==> src/rtl/branch_hazard_ctrl_pkg.sv <==
// Shared definitions for the branch/load-use hazard controller: FSM encoding,
// register-index constants, branch func3 codes and the control-word layout.
package branch_hazard_ctrl_pkg;

    typedef enum logic [1:0] {
        ST_INIT     = 2'd0,
        ST_RUN      = 2'd1,
        ST_REDIRECT = 2'd2,
        ST_MEM_WAIT = 2'd3
    } hz_state_t;

    localparam logic [4:0] REG_X0 = 5'd0;

    localparam logic [2:0] F3_BEQ  = 3'b000;
    localparam logic [2:0] F3_BNE  = 3'b001;
    localparam logic [2:0] F3_BLT  = 3'b100;
    localparam logic [2:0] F3_BGE  = 3'b101;
    localparam logic [2:0] F3_BLTU = 3'b110;
    localparam logic [2:0] F3_BGEU = 3'b111;

    typedef struct packed {
        logic pc_write;
        logic ifid_write;
        logic idex_write;
        logic exmem_write;
        logic ifid_flush;
        logic idex_flush;
        logic pc_src;
    } hz_ctrl_t;

    // A redirect flushes through the stage registers, so their writes stay on.
    localparam hz_ctrl_t CTRL_INIT      = '{1'b0, 1'b0, 1'b0, 1'b0, 1'b1, 1'b1, 1'b0};
    localparam hz_ctrl_t CTRL_RUN       = '{1'b1, 1'b1, 1'b1, 1'b1, 1'b0, 1'b0, 1'b0};
    localparam hz_ctrl_t CTRL_FREEZE    = '{1'b0, 1'b0, 1'b0, 1'b0, 1'b0, 1'b0, 1'b0};
    localparam hz_ctrl_t CTRL_REDIR_EX  = '{1'b0, 1'b1, 1'b1, 1'b1, 1'b1, 1'b1, 1'b0};
    localparam hz_ctrl_t CTRL_REDIR_GO  = '{1'b1, 1'b1, 1'b1, 1'b1, 1'b1, 1'b1, 1'b1};
    localparam hz_ctrl_t CTRL_REDIR_HLD = '{1'b0, 1'b0, 1'b0, 1'b0, 1'b0, 1'b0, 1'b1};
    localparam hz_ctrl_t CTRL_LU_STALL  = '{1'b0, 1'b0, 1'b1, 1'b1, 1'b0, 1'b1, 1'b0};

endpackage

==> src/rtl/branch_hazard_ctrl_if.sv <==
// Pipeline <-> hazard controller bundle: EX/ID hazard sources in, stage enables out.
interface branch_hazard_ctrl_if #(
    parameter int XLEN = 32
);
    // No valid/ready pair here: every signal is level-sensitive and sampled each
    // cycle; mem_busy is the single global "not ready" that freezes the pipeline.
    logic            branch_taken_ex;
    logic            jump_ex;
    logic [XLEN-1:0] target_pc_ex;
    logic            memread_ex;
    logic [4:0]      rd_ex;
    logic [4:0]      rs1_id;
    logic [4:0]      rs2_id;
    logic            use_rs1_id;
    logic            use_rs2_id;
    logic            mem_busy;

    logic            pc_write;
    logic            ifid_write;
    logic            idex_write;
    logic            exmem_write;
    logic            ifid_flush;
    logic            idex_flush;
    logic            pc_src;
    logic [XLEN-1:0] redirect_pc;

    modport master (
        input  branch_taken_ex, jump_ex, target_pc_ex, memread_ex, rd_ex,
               rs1_id, rs2_id, use_rs1_id, use_rs2_id, mem_busy,
        output pc_write, ifid_write, idex_write, exmem_write,
               ifid_flush, idex_flush, pc_src, redirect_pc
    );

    modport slave (
        output branch_taken_ex, jump_ex, target_pc_ex, memread_ex, rd_ex,
               rs1_id, rs2_id, use_rs1_id, use_rs2_id, mem_busy,
        input  pc_write, ifid_write, idex_write, exmem_write,
               ifid_flush, idex_flush, pc_src, redirect_pc
    );
endinterface

==> src/rtl/branch_hazard_ctrl_load_use_detect.sv <==
// Combinational load-use detector: a load in EX feeds a register the ID instruction reads.
module load_use_detect
    import branch_hazard_ctrl_pkg::*;
(
    input  logic       i_memread_ex,
    input  logic [4:0] i_rd_ex,
    input  logic [4:0] i_rs1_id,
    input  logic [4:0] i_rs2_id,
    input  logic       i_use_rs1_id,
    input  logic       i_use_rs2_id,
    output logic       o_lu
);
    logic w_rs1_hit;
    logic w_rs2_hit;

    assign w_rs1_hit = i_use_rs1_id & (i_rs1_id == i_rd_ex);
    assign w_rs2_hit = i_use_rs2_id & (i_rs2_id == i_rd_ex);
    // x0 is hardwired to zero, so a load targeting it never creates a hazard.
    assign o_lu      = i_memread_ex & (i_rd_ex != REG_X0) & (w_rs1_hit | w_rs2_hit);
endmodule

==> src/rtl/branch_hazard_ctrl.sv <==
// Branch / load-use / memory-stall hazard controller for a 5-stage pipeline.
// Optional HAZARD_PERF_EN adds perf_lu_stalls, perf_redirects, perf_mem_waits.
module branch_hazard_ctrl
    import branch_hazard_ctrl_pkg::*;
#(
    parameter int XLEN              = 32,
    parameter int INIT_FLUSH_CYCLES = 2
) (
    input  logic                   clk,
    input  logic                   rst_n,
    branch_hazard_ctrl_if.master   bus,
    output hz_state_t              o_dbg_state
`ifdef HAZARD_PERF_EN
    ,
    output logic [31:0]            perf_lu_stalls,
    output logic [31:0]            perf_redirects,
    output logic [31:0]            perf_mem_waits
`endif
);
    hz_state_t       r_state;
    hz_state_t       w_next_state;
    logic [3:0]      r_init_cnt;
    logic [XLEN-1:0] r_redirect_pc;
    hz_ctrl_t        w_ctrl;
    logic            w_redirect;
    logic            w_lu;
    logic            w_latch;
    logic            w_lu_stall;
    logic            w_frozen;

    load_use_detect u_load_use_detect (
        .i_memread_ex (bus.memread_ex),
        .i_rd_ex      (bus.rd_ex),
        .i_rs1_id     (bus.rs1_id),
        .i_rs2_id     (bus.rs2_id),
        .i_use_rs1_id (bus.use_rs1_id),
        .i_use_rs2_id (bus.use_rs2_id),
        .o_lu         (w_lu)
    );

    assign w_redirect = bus.branch_taken_ex | bus.jump_ex;

    always_ff @(posedge clk or negedge rst_n) begin
        if (!rst_n) r_state <= ST_INIT;
        else        r_state <= w_next_state;
    end

    // MEM_WAIT exits exactly like a RUN cycle, so both share one decode arm.
    always_comb begin
        w_next_state = r_state;
        case (r_state)
            ST_INIT:     if (r_init_cnt == 4'd1) w_next_state = ST_RUN;
            ST_RUN,
            ST_MEM_WAIT: begin
                if (bus.mem_busy)    w_next_state = ST_MEM_WAIT;
                else if (w_redirect) w_next_state = ST_REDIRECT;
                else                 w_next_state = ST_RUN;
            end
            ST_REDIRECT: if (!bus.mem_busy) w_next_state = ST_RUN;
            default:     w_next_state = ST_INIT;
        endcase
    end

    always_comb begin
        w_ctrl     = CTRL_FREEZE;
        w_latch    = 1'b0;
        w_lu_stall = 1'b0;
        w_frozen   = 1'b0;
        case (r_state)
            ST_INIT: w_ctrl = CTRL_INIT;
            ST_RUN,
            ST_MEM_WAIT: begin
                if (bus.mem_busy) begin
                    w_frozen = 1'b1;
                end else if (w_redirect) begin
                    w_ctrl  = CTRL_REDIR_EX;
                    w_latch = 1'b1;
                end else if (w_lu) begin
                    w_ctrl     = CTRL_LU_STALL;
                    w_lu_stall = 1'b1;
                end else begin
                    w_ctrl = CTRL_RUN;
                end
            end
            ST_REDIRECT: begin
                if (bus.mem_busy) begin
                    w_ctrl   = CTRL_REDIR_HLD;
                    w_frozen = 1'b1;
                end else begin
                    w_ctrl = CTRL_REDIR_GO;
                end
            end
            default: w_ctrl = CTRL_INIT;
        endcase
    end

    always_ff @(posedge clk or negedge rst_n) begin
        if (!rst_n) begin
            r_init_cnt <= 4'(INIT_FLUSH_CYCLES);
        end else if (r_state == ST_INIT && r_init_cnt != 4'd1) begin
            r_init_cnt <= r_init_cnt - 4'd1;
        end
    end

    always_ff @(posedge clk or negedge rst_n) begin
        if (!rst_n)       r_redirect_pc <= '0;
        else if (w_latch) r_redirect_pc <= bus.target_pc_ex;
    end

`ifdef HAZARD_PERF_EN
    logic [31:0] r_perf_lu;
    logic [31:0] r_perf_red;
    logic [31:0] r_perf_mw;

    always_ff @(posedge clk or negedge rst_n) begin
        if (!rst_n) begin
            r_perf_lu  <= '0;
            r_perf_red <= '0;
            r_perf_mw  <= '0;
        end else begin
            if (w_lu_stall) r_perf_lu  <= r_perf_lu + 32'd1;
            if (w_latch)    r_perf_red <= r_perf_red + 32'd1;
            if (w_frozen)   r_perf_mw  <= r_perf_mw + 32'd1;
        end
    end

    assign perf_lu_stalls = r_perf_lu;
    assign perf_redirects = r_perf_red;
    assign perf_mem_waits = r_perf_mw;
`endif

    assign bus.pc_write    = w_ctrl.pc_write;
    assign bus.ifid_write  = w_ctrl.ifid_write;
    assign bus.idex_write  = w_ctrl.idex_write;
    assign bus.exmem_write = w_ctrl.exmem_write;
    assign bus.ifid_flush  = w_ctrl.ifid_flush;
    assign bus.idex_flush  = w_ctrl.idex_flush;
    assign bus.pc_src      = w_ctrl.pc_src;
    assign bus.redirect_pc = r_redirect_pc;
    assign o_dbg_state     = r_state;
endmodule

==> src/flat_wrapper.sv <==
// flat-port wrapper written by rule: the top's interface ports become plain ports
module branch_hazard_ctrl_flat import branch_hazard_ctrl_pkg::*;
#(
    parameter int XLEN              = 32,
    parameter int INIT_FLUSH_CYCLES = 2
)
  (clk, rst_n, o_dbg_state, bus_branch_taken_ex, bus_jump_ex, bus_target_pc_ex, bus_memread_ex, bus_rd_ex, bus_rs1_id, bus_rs2_id, bus_use_rs1_id, bus_use_rs2_id, bus_mem_busy, bus_pc_write, bus_ifid_write, bus_idex_write, bus_exmem_write, bus_ifid_flush, bus_idex_flush, bus_pc_src, bus_redirect_pc);
  branch_hazard_ctrl_if #(.XLEN(XLEN)) bus_i ();
  input  logic clk;
  input  logic rst_n;
  output hz_state_t o_dbg_state;
  input wire logic [$bits(bus_i.branch_taken_ex)-1:0] bus_branch_taken_ex;
  input wire logic [$bits(bus_i.jump_ex)-1:0] bus_jump_ex;
  input wire logic [$bits(bus_i.target_pc_ex)-1:0] bus_target_pc_ex;
  input wire logic [$bits(bus_i.memread_ex)-1:0] bus_memread_ex;
  input wire logic [$bits(bus_i.rd_ex)-1:0] bus_rd_ex;
  input wire logic [$bits(bus_i.rs1_id)-1:0] bus_rs1_id;
  input wire logic [$bits(bus_i.rs2_id)-1:0] bus_rs2_id;
  input wire logic [$bits(bus_i.use_rs1_id)-1:0] bus_use_rs1_id;
  input wire logic [$bits(bus_i.use_rs2_id)-1:0] bus_use_rs2_id;
  input wire logic [$bits(bus_i.mem_busy)-1:0] bus_mem_busy;
  output wire logic [$bits(bus_i.pc_write)-1:0] bus_pc_write;
  output wire logic [$bits(bus_i.ifid_write)-1:0] bus_ifid_write;
  output wire logic [$bits(bus_i.idex_write)-1:0] bus_idex_write;
  output wire logic [$bits(bus_i.exmem_write)-1:0] bus_exmem_write;
  output wire logic [$bits(bus_i.ifid_flush)-1:0] bus_ifid_flush;
  output wire logic [$bits(bus_i.idex_flush)-1:0] bus_idex_flush;
  output wire logic [$bits(bus_i.pc_src)-1:0] bus_pc_src;
  output wire logic [$bits(bus_i.redirect_pc)-1:0] bus_redirect_pc;
  assign bus_i.branch_taken_ex = bus_branch_taken_ex;
  assign bus_i.jump_ex = bus_jump_ex;
  assign bus_i.target_pc_ex = bus_target_pc_ex;
  assign bus_i.memread_ex = bus_memread_ex;
  assign bus_i.rd_ex = bus_rd_ex;
  assign bus_i.rs1_id = bus_rs1_id;
  assign bus_i.rs2_id = bus_rs2_id;
  assign bus_i.use_rs1_id = bus_use_rs1_id;
  assign bus_i.use_rs2_id = bus_use_rs2_id;
  assign bus_i.mem_busy = bus_mem_busy;
  assign bus_pc_write = bus_i.pc_write;
  assign bus_ifid_write = bus_i.ifid_write;
  assign bus_idex_write = bus_i.idex_write;
  assign bus_exmem_write = bus_i.exmem_write;
  assign bus_ifid_flush = bus_i.ifid_flush;
  assign bus_idex_flush = bus_i.idex_flush;
  assign bus_pc_src = bus_i.pc_src;
  assign bus_redirect_pc = bus_i.redirect_pc;
  branch_hazard_ctrl #(.XLEN(XLEN), .INIT_FLUSH_CYCLES(INIT_FLUSH_CYCLES)) u_core (.clk(clk), .rst_n(rst_n), .bus(bus_i), .o_dbg_state(o_dbg_state));
endmodule
==> config.mk <==
export PLATFORM = sky130hd
export DESIGN_NAME = branch_hazard_ctrl_flat
export DESIGN_NICKNAME = d
export VERILOG_FILES = /design/src/rtl/branch_hazard_ctrl_pkg.sv /design/src/rtl/branch_hazard_ctrl_if.sv /design/src/rtl/branch_hazard_ctrl_load_use_detect.sv /design/src/rtl/branch_hazard_ctrl.sv /design/src/flat_wrapper.sv
export SDC_FILE = /design/constraint.sdc
export NUM_CORES = 1
export LEC_CHECK = 0
export BUFFER_PORTS_ARGS = -buffer_cell sky130_fd_sc_hd__clkbuf_2
export CORE_MARGIN = 1
export CORE_UTILIZATION = 40
export DETAILED_ROUTE_END_ITERATION = 6
export PLACE_DENSITY = 0.82
export RECOVER_POWER = 100
export SYNTH_ARGS = -nofsm -noshare
export SYNTH_HDL_FRONTEND = slang
export SYNTH_SLANG_ARGS = --single-unit
==> constraint.sdc <==
create_clock -name clk -period 2.3 [get_ports clk]
set_input_delay 0.69 -clock clk [delete_from_list [all_inputs] [get_ports clk]]
set_output_delay 0.69 -clock clk [all_outputs]
set_load 0.005 [all_outputs]
* Word-level counts from Yosys, hierarchy flattened
Cells that the tools add are included.
** Word-level totals
- Output and inout port bits :: 41
- Logic and storage cells :: 37
- Register bits after elaboration :: 38
** Operators by class
- Reduce and logical (&&, ||, !) cells :: 5
- Multiplexer cells :: 13
- Add/sub/neg operators :: 1
- Bitwise gates (word level) :: 6
- Eq/ne operators :: 9
** Operators by type and width (number)
- 7-bit 2-to-1 mux :: 4
- 7-bit case mux with 3 select lines :: 1
- 5-bit == test :: 2
- 2-bit 2-to-1 mux :: 4
- 2-bit case mux with 3 select lines :: 1
- 5-bit nonzero test :: 1
- 1-bit AND :: 4
- 2-bit == test (second input constant) :: 2
- 4-bit by 1-bit == test with 1-bit output (second input constant) :: 1
- 4-bit by 1-bit inequality test with 1-bit output (second input constant) :: 1
- 4-bit by 1-bit subtractor with 4-bit output (second input constant) :: 1
- 1-bit 2-to-1 mux :: 3
- 2-bit by 1-bit == test with 1-bit output (second input constant) :: 1
- 2-bit logical NOT :: 1
- 2-bit by 1-bit inequality test with 1-bit output (second input constant) :: 1
- 2-bit inequality test (second input constant) :: 1
- 1-bit OR :: 2
- 2-bit AND reduction :: 1
- 2-bit OR reduction :: 1
- 1-bit logical AND :: 1

* Logic depth before layout (Yosys ltp)
Gate-level depths: netlist (run 1).
- Depth in word-level cells :: 8
- Mapped depth :: 6
- Depth with buffers taken out :: 5

* Modules after synthesis
Synthesis (run 1) repeated with hierarchy kept, for this count alone.
** Unflattened totals
- Cell total of the unflattened synthesis :: 123
- Area, all modules :: 1697.9 um^2
** By module, submodules not included
- branch_hazard_ctrl :: area each 1564.0 um^2, times used 1, cells an instance 106
- load_use_detect :: area each 133.9 um^2, times used 1, cells an instance 17

* Worst setup path after synthesis (run 1)
Ideal clock, no wire load.
- Path kind :: input-to-output
- From :: input port bus_rd_ex[1]
- To :: output port bus_ifid_write
- Path buffers :: 0
- Stages :: 4
- Arrival :: 1709 ps
- Slack :: -99 ps
- Required time :: 1610 ps
- Cell sequence :: or4_1 -> o21ai_0 -> nor4_1 -> a21boi_0
** On the way
- Word-level cells in the longest chain between the ends :: 8
- Elaborated cells between the ends (all ways) :: 12
** RTL lines
- start: declaration :: RTL line flat_wrapper.sv:16 : input wire logic [$bits(bus_i.rd_ex)-1:0] bus_rd_ex;
- 5-bit == test, on equally long branches :: RTL line branch_hazard_ctrl_load_use_detect.sv:16, branch_hazard_ctrl_load_use_detect.sv:17
- 1-bit AND, on equally long branches :: RTL line branch_hazard_ctrl_load_use_detect.sv:16, branch_hazard_ctrl_load_use_detect.sv:17
- 1-bit OR :: RTL line branch_hazard_ctrl_load_use_detect.sv:19 : assign o_lu = i_memread_ex & (i_rd_ex != REG_X0) & (w_rs1_hit | w_rs2_hit);
- 1-bit AND * :: RTL line branch_hazard_ctrl_load_use_detect.sv:19
- 7-bit 2-to-1 mux * :: RTL line branch_hazard_ctrl.sv:78 : end else if (w_lu) begin
- 7-bit 2-to-1 mux * :: RTL line branch_hazard_ctrl.sv:75 : end else if (w_redirect) begin
- 7-bit 2-to-1 mux * :: RTL line branch_hazard_ctrl.sv:73 : if (bus.mem_busy) begin
- 7-bit case mux with 3 select lines * :: RTL line branch_hazard_ctrl.sv:69 : case (r_state)
- end: declaration :: RTL line flat_wrapper.sv:23 : output wire logic [$bits(bus_i.ifid_write)-1:0] bus_ifid_write;
Mark *: on every way between the ends. The rest lies on a longest branch, timed or not.

* Worst setup path after layout (run 1)
- From :: input port bus_rd_ex[1]
- To :: output port bus_pc_write
** On the way
- Word-level cells in the longest chain between the ends :: 8
- Elaborated cells between the ends (all ways) :: 12
** RTL lines
- 5-bit == test, on equally long branches :: RTL line branch_hazard_ctrl_load_use_detect.sv:16, branch_hazard_ctrl_load_use_detect.sv:17
- 1-bit AND, on equally long branches :: RTL line branch_hazard_ctrl_load_use_detect.sv:16, branch_hazard_ctrl_load_use_detect.sv:17
- 1-bit OR :: RTL line branch_hazard_ctrl_load_use_detect.sv:19
- 1-bit AND * :: RTL line branch_hazard_ctrl_load_use_detect.sv:19
- 7-bit 2-to-1 mux * :: RTL line branch_hazard_ctrl.sv:78
- 7-bit 2-to-1 mux * :: RTL line branch_hazard_ctrl.sv:75
- 7-bit 2-to-1 mux * :: RTL line branch_hazard_ctrl.sv:73
- 7-bit case mux with 3 select lines * :: RTL line branch_hazard_ctrl.sv:69
- end: declaration :: RTL line flat_wrapper.sv:22 : output wire logic [$bits(bus_i.pc_write)-1:0] bus_pc_write;
Marked as above.

==> results of run 1 <==
power by group:
group / total, mW / internal [mW] / switching (mW)
sequential: 1.22 / 1.01 / 0.205
combinational: 1.00 / 0.584 / 0.418
clock: 0.670 / 0.434 / 0.236
total: 2.89 / 2.03 / 0.858
layer usage:
metal  wire length [um]  track usage  vias to the layer above
met5                  0            0                        -
met4                 46       0.0680                        0
met3                322       0.0494                        4
met2               1670        0.254                       82
met1               1510        0.188                      620
li1                   -            -                      645
layout make-up:
cell class	instances	area [um^2]
fillers	406	1940
clock buffers	5	68.8
inverters	3	11.3
flip-flops and latches	38	952
clock inverters	3	68.8
multi-input cells	80	726
repair buffers	104	519
well taps	52	65.1
flip-flops by register name, summed over array words and instances, names as in the netlist:
name	cells
u_core.bus.redirect_pc	32
u_core.r_init_cnt	4
u_core.o_dbg_state	2
critical path, delay by kind of cell:
kind                   cells  cell delay, ns
and+or+nand+nor            2            0.60
AOI/OAI and AO/OA          2            0.28
buffers and inverters      2            0.22
how the worst max path moves through the flow:
stage | start | endpoint | slack [ns] | cells after the start
after floorplan | bus_rd_ex[1] | bus_idex_flush | 0.02 | 4
after global placement | bus_rd_ex[1] | bus_idex_flush | -0.19 | 6
after detailed placement | bus_rd_ex[1] | bus_pc_write | -0.26 | 6
after CTS | bus_rd_ex[1] | bus_pc_write | -0.24 | 6
after global routing | bus_rd_ex[1] | bus_pc_write | -0.23 | 6
final | bus_rd_ex[1] | bus_pc_write | -0.19 | 6
cells in the mapped netlist (all sizes together) (2+ instances only):
cell type | count | area, um^2
a21boi | 2 | 15.0
a21oi | 3 | 15.0
buf | 5 | 78.8
dfrtp | 37 | 926
ha | 2 | 25.0
inv | 3 | 11.3
mux2 | 32 | 469
nand2 | 5 | 18.8
nand4 | 2 | 12.5
nor2 | 9 | 33.8
nor3 | 2 | 10.0
o21ai | 3 | 15.0
xnor2 | 13 | 114
cells by family after synthesis:
logic type,after synthesis,synth area share
AOI/OAI and AO/OA,11,0.0364
xor gates and xnor gates,13,0.0625
adders and majority gates,2,0.0137
buffers and inverters,8,0.0495
DFF,38,0.523
muxes,32,0.258
and+or+nand+nor,22,0.0571
timing repair:
| item | in CTS | in global routing |
|---|---|---|
| buffers inserted | 1 | 0 |
| resized for setup | 2 | 3 |
| setup endpoints to repair | 3 | 3 |
| pin swaps | 5 | 2 |
metrics by stage:
step | instance area, um^2 | hold slack (ns) | power [mW] | instances
floorplan | 1820 | 0.394 | 1.98 | 126
detailed placement | 2360 | 0.465 | 2.45 | 276
global route | 2410 | 0.423 | 3.08 | 285
global placement | 2360 | 0.464 | 2.41 | 276
CTS | 2520 | 0.269 | 3.15 | 285
finish | 2410 | 0.379 | 2.89 | 285
==> results.toml, run 1 <==
[cts]
root_buffer = "clkbuf_8"
cts_buffers = 5
cts_max_level = 2
clk_pin_slew_ns = 0.08
cts_max_path_buffers = 2
postCtsHoldBufs = 0
clkLatencyLatePin_ns = 0.29
cts_tree = "yes"
clock-sinks = 38

[routing]
num_vias = 1351
dr.pass1.iters = 6
wire_per_inst_um = 12.4
viasPerCell = 4.74
antenna_left = 0
drc = 0
wirelength_mm = 3.55
drt_iter0_drc = 54

[global_route]
antenna_found_initial = 0
track_usage = 0.155
overflow = 0
grt_first_pass_wirelength_mm = 5.73
grt_pass1_vias = 1311
grt_max_degree = 34

[finish]
layout_common_cells = "83 x clkbuf_2, 37 x dfrtp_1, 20 x mux2_1, 13 x xnor2_1, 13 x clkbuf_1"
layout.nets = 289
area_delta_synth_final_pct = 32.4
layout-drive-gt1-share = 0.498
fin_util = 0.554
final_common_cell = "clkbuf_2"
antennaDiodeCount = 0

[sta]
setup_violations = 3
worst_slack_ns = -0.189
hold_violations = 0
slew_violations = 0
tightest_slew_ns = 0.899
clock_skew_ns = 0.00790
max-slew-margin-rel = 0.401
fin_setup_tns_ns = -0.522
fin_crit_sh = 1.08
period_needed_ns = 2.49
fmax_mhz = 402
rsz0062_at_grt = "true"

[floorplan]
io_pins = 96
dieArea_um2 = 4820
rows = 24
die_y_um = 69.5
initial_core_util = 0.418
coreArea_um2 = 4350
die_w_um = 69.5

[hold_path]
hp-class = "in2async"

[setup_path]
crit_chain = "clkbuf_2 -> or4_4 -> o21ai_4 -> nor2_1 -> a21oi_1 -> buf_2"
r2r_setup_slack_ns = 0.08
crit_slowest_cell = "or4_4"
start_kind = "input pin"
critPathRequiredTime_ns = 1.61
path_class = "in2out"
r2r_start = "u_core.o_dbg_state[0]$_DFFE_PN0P_"
end_kind = "output port"
crit_arrival_ns = 1.80
reg2regPathDepth = 4
crit_fanout = 3
slowest_delay_ns = 0.54
r2r_end = "u_core.bus.redirect_pc[5]$_DFFE_PN0P_"

[placed_design]
place_ws_ns = -0.262
place_hpwl_mm = 2.77
gp_congestion = 0.723
port_buffers = 95

[power_and_ir_drop]
ir_worst_vdd_uv = 407
cellPowerDensity_nw_per_um2 = 1200
leakage_nw = 1.21

[synthesis]
ys_seq_area_frac = 0.523
ys.flop_type = "dfrtp_1"
synth_edf_count = 0
synth_async_sr_flop_share = 1.00
synth_nets = 183
synthesis.area_um2 = 1820
ys_ff_latch = 38
syn_avg_cell_area_um2 = 14.4
syn_inst = 126
synth_cell_types = 26
synth_warnings = 0

[run_status]
status = "complete, but fails checks"
violations = "setup timing"

[run]
cap_viol_max_count = 0
Power figures use the tool's default switching activity.
==> inputs of run 2 (changes only) <==
--- a/config.mk
+++ b/config.mk
@@ -9,7 +9,7 @@
 export CORE_MARGIN = 1
 export CORE_UTILIZATION = 40
 export DETAILED_ROUTE_END_ITERATION = 6
-export PLACE_DENSITY = 0.82
+export PLACE_DENSITY = 0.8
 export RECOVER_POWER = 100
 export SYNTH_ARGS = -nofsm -noshare
 export SYNTH_HDL_FRONTEND = slang
==> run 2 against run 1 <==
Effect of this change:
- the flow finishes with violations (capacitance limit, slew limit, setup timing)
- non-clock buffer count is 3 lower
- largest cell class unchanged
- register-to-register slack better by 0.06 ns
- cell count shrank 1.1%
- worst hold slack improved by 0.10 ns
- critical endpoint is now bus_idex_flush
- fmax fell by 0.30%
- clock skew is 0.0052 ns lower
==> results.toml, run 2 (synthesis gave the netlist of run 1 again) <==
[run_status]
status = "complete, but fails checks"
violations = "capacitance limit, slew limit, setup timing"

[global_route]
grt_max_degree = 34
grt_pass1_vias = 1351
grt_first_pass_wirelength_mm = 5.98
antenna_found_initial = 0
overflow = 0
track_usage = 0.156

[hold_path]
hp-class = "reg2reg"

[routing]
drc = 0
wirelength_mm = 3.45
num_vias = 1343
drt_iter0_drc = 45
dr.pass1.iters = 4
wire_per_inst_um = 12.2
antenna_left = 0
viasPerCell = 4.76

[sta]
rsz0062_at_grt = "true"
worst_slack_ns = -0.197
period_needed_ns = 2.50
max-slew-margin-rel = -0.0563
tightest_slew_ns = 1.58
slew_violations = 32
clock_skew_ns = 0.00275
fin_setup_tns_ns = -0.551
setup_violations = 3
hold_violations = 0
fin_crit_sh = 1.09
fmax_mhz = 401

[setup_path]
end_kind = "output port"
crit_arrival_ns = 1.81
critPathRequiredTime_ns = 1.61
r2r_setup_slack_ns = 0.14
start_kind = "input pin"
path_class = "in2out"
crit_fanout = 3
slowest_delay_ns = 0.54
crit_buf_inv = 2
crit_chain = "buf_6 -> or4_4 -> o21ai_4 -> nor2_1 -> a21o_1 -> clkbuf_2"
crit_family = "simple AND/OR/NAND/NOR gates"
crit_slowest_cell = "or4_4"

[placed_design]
port_buffers = 95
gp_congestion = 0.685
place_hpwl_mm = 2.63

[finish]
area_delta_synth_final_pct = 29.3
layout.nets = 286
largest_reg_flops = 32
fin_util = 0.541
layout_common_cells = "80 x clkbuf_2, 37 x dfrtp_1, 18 x mux2_1, 14 x clkbuf_1, 13 x xnor2_1"
antennaDiodeCount = 0
final_common_cell = "clkbuf_2"
n_fill_cell = 394
layout-drive-gt1-share = 0.496

[cts]
clock-sinks = 38
root_buffer = "clkbuf_8"
cts_setup_buffers = 0
cts_buffers = 5
cts_tree = "yes"
postCtsHoldBufs = 0
clkLatencyLatePin_ns = 0.28
clk_pin_slew_ns = 0.07
cts_max_level = 2
cts_max_path_buffers = 2

[power_and_ir_drop]
internal-power_mw = 1.85
p_sw_frac = 0.315
p_sw_uw = 848
seqPwrFrac = 0.451
ir_worst_vdd_uv = 470
cellPowerDensity_nw_per_um2 = 1140
p_comb_frac = 0.376
p_clk_frac = 0.173
leakage_nw = 1.18

[floorplan]
die_y_um = 69.5
initial_core_util = 0.418
io_pins = 96
coreArea_um2 = 4350
dieArea_um2 = 4820
die_w_um = 69.5
rows = 24

[run]
cap_viol_max_count = 1
## run 2: layout make-up
cell class | count | area [um^2] | area share
Sequential cell | 38 | 952 | 0.404
Clock inverter | 2 | 12.5 | 0.00531
Timing Repair Buffer | 101 | 504 | 0.214
Multi-Input combinational cell | 80 | 727 | 0.309
Tap cell | 52 | 65.1 | 0.0276
Clock buffer | 6 | 82.6 | 0.0351
Inverter | 3 | 11.3 | 0.00478
## run 2: final timing paths
check	start	cells after the start	endpoint
worst max-delay path	bus_rd_ex[1]	6	bus_idex_flush
worst min-delay path	u_core.r_init_cnt[3]$_DFFE_PN0P_	1	u_core.r_init_cnt[3]$_DFFE_PN0P_
worst max register to register	u_core.o_dbg_state[0]$_DFFE_PN0P_	4	u_core.bus.redirect_pc[5]$_DFFE_PN0P_
worst min register to register	u_core.r_init_cnt[3]$_DFFE_PN0P_	1	u_core.r_init_cnt[3]$_DFFE_PN0P_
max in group asynchronous	rst_n	2	u_core.bus.redirect_pc[18]$_DFFE_PN0P_
min in group asynchronous	rst_n	1	u_core.bus.redirect_pc[10]$_DFFE_PN0P_
## run 2: worst register-to-register path, stage by stage, from the launching register on
cell      delay [ns]
dfrtp_1         0.44
inv_2           0.07
or3_2           0.47
clkbuf_2        0.53
mux2_1          0.53
## run 2: power groups by stage
stage	combinational [mW]	clock [mW]	sequential, mW
CTS	1.22	0.490	1.23
finish	1.01	0.467	1.22
detailed placement	1.21	0	1.23
floorplan	0.739	0	1.24
global placement	1.19	0	1.21
global route	1.13	0.519	1.26
## run 2: timing repair
| action | 4_1_cts | 5_1_grt |
|---|---|---|
| pin swaps | 1 | 0 |
| endpoints found under the setup margin | 3 | 3 |
| resized for setup | 2 | 3 |
## run 2: per-stage QoR
step / hold WS (ns) / area [um^2] / std cells / power [mW] / setup slack, ns
2_1_floorplan: 0.394 / 1820 / 126 / 1.98 / 0.0161
3_3_place_gp: 0.461 / 2340 / 274 / 2.40 / -0.187
3_5_place_dp: 0.471 / 2340 / 274 / 2.45 / -0.203
4_1_cts: 0.480 / 2450 / 282 / 2.94 / -0.189
5_1_grt: 0.509 / 2350 / 282 / 2.91 / -0.239
6_report: 0.483 / 2350 / 282 / 2.70 / -0.197
## run 2: routing by layer
| layer | vias to the layer above | GRT usage | share of wire |
|---|---|---|---|
| met4 | 0 | 0.0544 | 0.0084 |
| met3 | 4 | 0.0538 | 0.092 |
| met5 | - | 0 | 0 |
| met2 | 78 | 0.255 | 0.47 |
| met1 | 624 | 0.192 | 0.43 |
| li1 | 637 | - | - |
==> inputs of run 3 (changes only) <==
--- a/config.mk
+++ b/config.mk
@@ -7,9 +7,9 @@
 export LEC_CHECK = 0
 export BUFFER_PORTS_ARGS = -buffer_cell sky130_fd_sc_hd__clkbuf_2
 export CORE_MARGIN = 1
-export CORE_UTILIZATION = 40
+export CORE_UTILIZATION = 48
 export DETAILED_ROUTE_END_ITERATION = 6
-export PLACE_DENSITY = 0.8
+export PLACE_DENSITY = 0.9
 export RECOVER_POWER = 100
 export SYNTH_ARGS = -nofsm -noshare
 export SYNTH_HDL_FRONTEND = slang
==> constraint.sdc (replaced) <==
create_clock -name clk -period 3.1 [get_ports clk]
set_input_delay 0.93 -clock clk [delete_from_list [all_inputs] [get_ports clk]]
set_output_delay 0.93 -clock clk [all_outputs]
set_load 0.005 [all_outputs]
==> run 3 against run 2 <==
Effect of this change:
- the run ends with capacitance limit, slew limit left
- critical path depth increased by 1
- clock-buffer cell count unchanged
- clock power decreased by 26%
- sequential power decreased by 26%
- cell count decreased by 2.1%
- non-clock buffer count decreased by 2
- first-iteration DRC count increased by 42%
- routed wire length decreased by 1.7%
- clock skew increased by 0.0074 ns
- setup slack improved by 0.27 ns
- design area decreased by 3.4%
==> results.toml, run 3 (synthesis gave the netlist of run 1 again) <==
[run_status]
status = "complete, but fails checks"
violations = "capacitance limit, slew limit"

[sta]
period_needed_ns = 3.03
slew_violations = 39
rsz0062_at_grt = "false"
hold_violations = 0
fmax_mhz = 330
clock_skew_ns = 0.0102
fin_crit_sh = 0.978
tightest_slew_ns = 1.94
setup_violations = 0
max-slew-margin-rel = -0.293
holdWs_ns = 0.481
worst_slack_ns = 0.0693

[cts]
clock-sinks = 38
cts_max_level = 2
postCtsHoldBufs = 0
clk_pin_slew_ns = 0.06
root_buffer = "clkbuf_8"
cts_tree = "yes"
cts_buffers = 5
cts_max_path_buffers = 2
clkLatencyLatePin_ns = 0.29

[power_and_ir_drop]
seqPwrFrac = 0.469
p_sw_uw = 622
ir_worst_vdd_uv = 462
p_clk_frac = 0.178
p_sw_frac = 0.323
internal-power_mw = 1.31
power.total_mw = 1.93
p_comb_frac = 0.353
cellPowerDensity_nw_per_um2 = 847
leakage_nw = 1.11

[run]
cap_viol_max_count = 1

[placed_design]
gp_congestion = 0.721
port_buffers = 95
place_ws_ns = -0.0349
place_hpwl_mm = 2.69

[global_route]
grt_pass1_vias = 1306
antenna_found_initial = 0
grt_max_degree = 39
grt_first_pass_wirelength_mm = 5.73
overflow = 0
track_usage = 0.191

[floorplan]
io_pins = 96
die_w_um = 63.6
coreArea_um2 = 3660
dieArea_um2 = 4040
initial_core_util = 0.497
die_y_um = 63.6
rows = 22

[routing]
wire_per_inst_um = 12.3
num_vias = 1323
wirelength_mm = 3.39
drc = 0
antenna_left = 0
dr.pass1.iters = 4
viasPerCell = 4.79
drt_iter0_drc = 64

[setup_path]
critPathRequiredTime_ns = 2.17
end_kind = "output port"
start_kind = "input pin"
crit_arrival_ns = 2.10
crit_chain = "clkbuf_1 -> or4_1 -> o21ai_1 -> buf_4 -> nor2_1 -> a21o_1 -> clkbuf_2"
path_class = "in2out"
crit_slowest_cell = "or4_1"
crit_fanout = 3
slowest_delay_ns = 0.51

[finish]
largest_reg_flops = 32
n_fill_cell = 328
final_common_cell = "clkbuf_2"
area_delta_synth_final_pct = 24.9
layout-drive-gt1-share = 0.417
antennaDiodeCount = 0
layout.nets = 284
layout_common_cells = "76 x clkbuf_2, 37 x dfrtp_1, 28 x mux2_1, 18 x clkbuf_1, 13 x xnor2_1"

[hold_path]
hp-class = "reg2reg"
run 3: cell count changes in the layout (fill, tap and decap cells not counted), moves of 4 or more:
| cell | delta |
|---|---|
| clkbuf_1 | +4 |
| clkbuf_2 | -4 |
| mux2_4 | -10 |
| mux2_1 | +10 |
run 3: worst paths after layout:
check,start,end,slack (ns),cells after the start
worst min register to register,u_core.r_init_cnt[3]$_DFFE_PN0P_,u_core.r_init_cnt[3]$_DFFE_PN0P_,0.48,1
worst max register to register,u_core.o_dbg_state[0]$_DFFE_PN0P_,u_core.bus.redirect_pc[23]$_DFFE_PN0P_,0.97,3
worst max-delay path,bus_rd_ex[1],bus_idex_flush,0.07,7
max in group asynchronous,rst_n,u_core.bus.redirect_pc[31]$_DFFE_PN0P_,0.81,1
worst min-delay path,u_core.r_init_cnt[3]$_DFFE_PN0P_,u_core.r_init_cnt[3]$_DFFE_PN0P_,0.48,1
min in group asynchronous,rst_n,u_core.bus.redirect_pc[30]$_DFFE_PN0P_,1.18,1
run 3: layout make-up:
class | count | area [um^2] | share of cell area
Sequential cell | 38 | 952 | 0.419
Multi-Input combinational cell | 80 | 673 | 0.296
Timing Repair Buffer | 99 | 483 | 0.212
Clock buffer | 6 | 82.6 | 0.0363
Tap cell | 48 | 60.1 | 0.0264
Clock inverter | 2 | 12.5 | 0.00550
Inverter | 3 | 11.3 | 0.00495
run 3: metal layers:
metal	wire [um]	vias to the layer above	share of wire	GRT usage
met4	72	0	0.021	0.102
li1	-	635	-	-
met3	300	7	0.089	0.0507
met5	0	-	0	0
met2	1660	75	0.49	0.320
met1	1360	606	0.40	0.220
run 3: worst max-delay path: cells and delay by family:
| family | cells | cell delay [ns] |
|---|---|---|
| AO/OA/AOI/OAI | 2 | 0.30 |
| AND/OR/NAND/NOR | 2 | 0.55 |
| buffers and inverters | 3 | 0.32 |
run 3: what timing repair did:
item | CTS | global route
buffers inserted | 0 | 0
gates resized for setup | 1 | 2
pin swaps | 0 | 1
setup endpoints to repair | 1 | 3
gates cloned | 0 | 0
endpoints found under the hold margin | 0 | 0
run 3: through the flow:
stage / cell area (um^2) / util / std cells / setup TNS, ns
floorplan: 1820 / - / 126 / 0
global placement: 2310 / 0.631 / 268 / 0
detailed placement: 2310 / 0.631 / 268 / -0.0349
CTS: 2400 / 0.657 / 276 / 0
global route: 2270 / 0.621 / 276 / 0
finish: 2270 / 0.621 / 276 / 0
run 3: power groups by stage:
stage | clock (mW) | sequential, mW | combinational, mW
CTS | 0.358 | 0.913 | 0.900
global placement | 0 | 0.899 | 0.872
detailed placement | 0 | 0.919 | 0.893
floorplan | 0 | 0.920 | 0.547
global route | 0.384 | 0.935 | 0.764
finish | 0.344 | 0.903 | 0.680
